`src/rtl/seg_scan_display_pkg.sv`:
```
// Shared constants for the multiplexed seven-segment display: digit count,
// blank patterns and the active-low hex glyph table ({g,f,e,d,c,b,a}).
package seg_scan_display_pkg;

  localparam int unsigned NUM_DIGITS = 8;
  localparam int unsigned IDX_W      = $clog2(NUM_DIGITS);
  localparam int unsigned NIB_W      = 4;
  localparam int unsigned SEG_W      = 7;

  localparam logic [NUM_DIGITS-1:0] AN_OFF  = 8'hFF;
  localparam logic [SEG_W-1:0]      SEG_OFF = 7'h7F;

  // Entry n sits at HEX_SEG[n]; listed from F down to 0.
  localparam logic [15:0][SEG_W-1:0] HEX_SEG = {
    7'b0001110,  // F
    7'b0000110,  // E
    7'b0100001,  // d
    7'b1000110,  // C
    7'b0000011,  // b
    7'b0001000,  // A
    7'b0010000,  // 9
    7'b0000000,  // 8
    7'b1111000,  // 7
    7'b0000010,  // 6
    7'b0010010,  // 5
    7'b0011001,  // 4
    7'b0110000,  // 3
    7'b0100100,  // 2
    7'b1111001,  // 1
    7'b1000000   // 0
  };

endpackage

```
`src/rtl/seg_scan_display_hex_to_seg7.sv`:
```
// Combinational hex nibble to active-low seven-segment glyph.
module hex_to_seg7
  import seg_scan_display_pkg::*;
(
  input  logic [NIB_W-1:0] nibble_i,
  output logic [SEG_W-1:0] seg_c_o
);

  assign seg_c_o = HEX_SEG[nibble_i];

endmodule

```
`src/rtl/seg_scan_display.sv`:
```
// 8-digit time-multiplexed hex display with frame-boundary shadow register,
// optional leading-zero blanking and a sticky halt freeze.
module seg_scan_display
  import seg_scan_display_pkg::*;
#(
  parameter int unsigned CLK_DIV = 100000,
  parameter int unsigned CNT_W   = 17
) (
  input  logic                  clk,
  input  logic                  rst,
  input  logic [31:0]           data_in,
  input  logic                  hault,
  input  logic                  lz_blank,
  output logic [NUM_DIGITS-1:0] an,
  output logic [SEG_W-1:0]      seg,
  output logic                  dp,
  output logic                  halted
);

  localparam logic [CNT_W-1:0] DIV_LAST = CNT_W'(CLK_DIV - 1);
  localparam logic [IDX_W-1:0] IDX_LAST = IDX_W'(NUM_DIGITS - 1);

  logic [CNT_W-1:0]      div_cnt_q, div_cnt_d;
  logic [IDX_W-1:0]      idx_q, idx_d;
  logic [31:0]           shadow_q, shadow_d;
  logic                  halt_seen_q, halt_seen_d;
  logic [NUM_DIGITS-1:0] an_q, an_d;
  logic [SEG_W-1:0]      seg_q, seg_d;
  logic                  dp_q, dp_d;

  logic                  tick;
  logic                  frame_end;
  logic [4:0]            bit_base;
  logic [NIB_W-1:0]      cur_nibble;
  logic [SEG_W-1:0]      cur_seg_c;
  logic                  upper_zero;

  assign tick       = (div_cnt_q == DIV_LAST);
  assign frame_end  = tick && (idx_q == IDX_LAST);
  assign bit_base   = {idx_q, 2'b00};
  assign cur_nibble = shadow_q[bit_base +: NIB_W];
  // True when this nibble and every more-significant one are zero.
  assign upper_zero = ((shadow_q >> bit_base) == 32'h0);

  hex_to_seg7 u_hex_to_seg7 (
    .nibble_i (cur_nibble),
    .seg_c_o  (cur_seg_c)
  );

  always_comb begin
    div_cnt_d   = div_cnt_q + CNT_W'(1);
    idx_d       = idx_q;
    shadow_d    = shadow_q;
    halt_seen_d = halt_seen_q | hault;
    an_d        = ~(NUM_DIGITS'(1) << idx_q);
    seg_d       = cur_seg_c;
    dp_d        = ~halt_seen_q;

    if (tick) begin
      div_cnt_d = '0;
      idx_d     = idx_q + IDX_W'(1);
    end
    // A halt in the boundary cycle itself wins over the reload.
    if (frame_end && !halt_seen_q && !hault) begin
      shadow_d = data_in;
    end
    if (lz_blank && (idx_q != '0) && upper_zero) begin
      an_d = AN_OFF;
    end
  end

  always_ff @(posedge clk or posedge rst) begin
    if (rst) begin
      div_cnt_q   <= '0;
      idx_q       <= '0;
      shadow_q    <= 32'h0;
      halt_seen_q <= 1'b0;
      an_q        <= AN_OFF;
      seg_q       <= SEG_OFF;
      dp_q        <= 1'b1;
    end else begin
      div_cnt_q   <= div_cnt_d;
      idx_q       <= idx_d;
      shadow_q    <= shadow_d;
      halt_seen_q <= halt_seen_d;
      an_q        <= an_d;
      seg_q       <= seg_d;
      dp_q        <= dp_d;
    end
  end

  assign an     = an_q;
  assign seg    = seg_q;
  assign dp     = dp_q;
  assign halted = halt_seen_q;

endmodule
```
`config.mk`:
```
export PLATFORM = sky130hd
export DESIGN_NAME = seg_scan_display
export DESIGN_NICKNAME = d
export VERILOG_FILES = /design/src/rtl/seg_scan_display_pkg.sv /design/src/rtl/seg_scan_display_hex_to_seg7.sv /design/src/rtl/seg_scan_display.sv
export SDC_FILE = /design/constraint.sdc
export NUM_CORES = 1
export LEC_CHECK = 0
export CORE_MARGIN = 4
export CORE_UTILIZATION = 46
export DETAILED_ROUTE_END_ITERATION = 8
export GPL_TIMING_DRIVEN = 0
export PLACE_DENSITY = 0.67
export SETUP_SLACK_MARGIN = 0.2
export SYNTH_ARGS = -nofsm -noshare
export SYNTH_HDL_FRONTEND = slang
export SYNTH_HIERARCHICAL = 1
export SYNTH_SLANG_ARGS = --single-unit
```
`constraint.sdc`:
```
create_clock -name clk -period 3.9 [get_ports clk]
set_input_delay 0.78 -clock clk [delete_from_list [all_inputs] [get_ports clk]]
set_output_delay 0.78 -clock clk [all_outputs]
set_load 0.02 [all_outputs]
```
==> flow_summary.yaml <==
floorplanning:
  fp.dieH_um: 95.8
  dieArea_um2: 9170
  core_area_um2: 7370
  start_util: 0.481
  die_w_um: 95.8
  num_rows: 31
  io_pins: 53
timing:
  maxSlewHeadroom: 0.522
  fin_skew_ns: 0.0146
  whs_ns: 0.408
  period_needed_ns: 2.70
  fin_crit_sh: 0.693
  setup_viol: 0
  max_clock_freq_mhz: 370
  hold_viol: 0
  tightest_slew_ns: 0.711
  drv_slew: 0
  tns_ns: 0
  rsz0062_at_grt: "no"
job:
  maxCapViolations: 0
synthesis:
  synth-edff-count: 0
  ys_seq_area_frac: 0.493
  synth.top_cell.area_share: 0.374
  post-synth-top-area-cell: "dfrtp_1"
  avgSynthCellArea_um2: 12.3
  async_reset_ff_frac: 1.00
  synth_area_leaders: "dfrtp_1 37%, dfstp_2 12%, mux2_1 10%"
  synth_flop_cell: "dfrtp_1"
  synth.most_common_cell: "dfrtp_1"
  syn-num-nets: 339
  synthTopCellsByCount: "53 x dfrtp_1, 32 x mux2_1, 29 x nor2_1, 16 x dfstp_2, 14 x ha_1"
  synth_cell_type_count: 42
  syn_inst: 289
  netlist_area_um2: 3540
  ys_ff_latch: 69
  yosysWarnings: 6
power:
  peakVddDrop_mv: 0.233
  power_density_nw_per_um2: 331
  power_leakage_uw: 0.00201
clocking:
  clock_latency_ns: 0.35
  holdBufCountCts: 0
  cts_buffers: 9
  cts.path.max_buffers: 2
  cts_tree: "built"
  htreeDepth: 3
  path_clk_slew_ns: 0.07
  cts_resized: 0
  root_buffer: "clkbuf_8"
  cts.sinks: 69
  postCtsSetupBuffers: 0
hold_path:
  hp-class: "reg2reg"
routing:
  routed_wirelength_um: 7060
  via_per_inst: 5.34
  postRouteAntennaNets: 0
  num_vias: 2439
  route.detailed.drc: 0
  wl_per_cell_um: 15.5
  first_iter_violations: 118
  firstDrtPassIters: 4
grt:
  grt_max_degree: 44
  antenna_found_initial: 0
  overflow: 0
  grt_pass1_vias: 2423
  grt_first_pass_wirelength_um: 12000
  track_usage: 0.172
setup_path:
  critPathMaxStageDelay_ns: 0.57
  startpoint_type: "flip-flop"
  crit_buf_inv: 2
  cpMaxStageDelayCell: "mux4_1"
  arrival_ns: 2.97
  critPathKind: "reg2reg"
  crit_family: "multiplexers"
  critPathRequiredTime_ns: 4.16
  worstSetupEndpointType: "flip-flop"
  crit_chain: "buf_6 > mux4_1 > mux2_2 > inv_1 > ha_1 > and2b_2 > or3b_1 > o21ai_0"
  cp_max_fo: 10
placed_design:
  dp_hpwl_um: 5260
  place_congestion: 0.830
  io_buffers: 52
status:
  status: "finished, final reports clean"
finish:
  area_growth_pct: 25.7
  antenna_cells: 0
  nNetsFinal: 403
  layout-drive-gt1-share: 0.154
## worst reg2reg max path: stages, from the launching register on
cell	delay [ns]
dfrtp_1	0.47
buf_6	0.20
mux4_1	0.57
mux2_2	0.35
inv_1	0.16
ha_1	0.20
and2b_2	0.23
or3b_1	0.37
o21ai_0	0.09
## where the power goes
group | internal [uW] | switching, uW
Sequential | 716 | 0.0000000000000261
Combinational | 32.6 | 18.3
Clock | 428 | 279
Total | 1180 | 297
## stage by stage
| step | std cells | setup slack (ns) | util | total power [uW] | cell area [um^2] |
|---|---|---|---|---|---|
| after floorplan | 289 | 1.41 | - | 740 | 3540 |
| after global placement | 440 | 0.294 | 0.568 | 779 | 4190 |
| after detailed placement | 441 | 1.20 | 0.571 | 782 | 4210 |
| after CTS | 457 | 1.18 | 0.605 | 1490 | 4460 |
| after global routing | 457 | 1.06 | 0.605 | 1530 | 4460 |
| final | 457 | 1.20 | 0.605 | 1470 | 4460 |
## final timing paths
check                                           from                       end  slack [ns]  cells after the start
worst max-delay path            idx_q[0]$_DFFE_PP0N_          seg[0]$_DFF_PP1_        1.20                      8
worst min-delay path                halted$_DFF_PP0_              dp$_DFF_PP1_        0.41                      1
worst max register to register  idx_q[0]$_DFFE_PP0N_          seg[0]$_DFF_PP1_        1.20                      8
worst min register to register      halted$_DFF_PP0_              dp$_DFF_PP1_        0.41                      1
max in group asynchronous                        rst           an[6]$_DFF_PP1_        2.40                      3
min in group asynchronous                        rst  shadow_q[15]$_DFFE_PP0P_        0.81                      2
## state kept, by name, summed over array words and instances (netlist names)
signal / flops
div_cnt_q: 17
seg: 7
dp: 1
idx_q: 3
halted: 1
an: 8
shadow_q: 32
## layout make-up
class / instances / area (um^2)
plain buffers: 13 / 86.3
clock buffers: 9 / 124
clock inverters: 7 / 124
fillers: 617 / 2910
inverters: 10 / 37.5
multi-input cells: 197 / 1670
flip-flops and latches: 69 / 1750
well taps: 99 / 124
repair buffers: 53 / 541
## layer usage
layer	vias up	GRT usage	routed length, um
met4	0	0.0735	102
met2	77	0.262	3300
met3	6	0.0375	421
met1	1180	0.237	3240
li1	1176	-	-
met5	-	0	0
## cells in the final DEF (no fill, tap or decap), types with 4 or more instances in the layout
cell type	n
a21oi_1	7
buf_2	6
o211ai_1	6
nor2_1	29
xnor2_1	9
mux4_1	8
dfstp_2	16
nand2_1	10
nand3_1	10
xor2_1	7
dfrtp_1	53
inv_1	8
mux2_2	4
nor4_1	8
clkbuf_8	9
mux2i_1	5
o21ai_0	6
nand4_1	8
nor3_1	8
clkdlybuf4s50_1	52
ha_1	14
mux2_1	32
## cells by family (layout without fill, tap and decap cells)
| kind of cell | count (synthesis) | in the layout | synth area share |
|---|---|---|---|
| simple gates | 85 | 85 | 0.119 |
| flops | 69 | 69 | 0.493 |
| mux | 51 | 51 | 0.198 |
| compound gates | 31 | 31 | 0.0657 |
| buf+inv | 23 | 92 | 0.0350 |
| xor+xnor | 16 | 16 | 0.0395 |
| fa+ha+maj | 14 | 14 | 0.0494 |
Note: power is estimated with default switching activity, not from simulation.
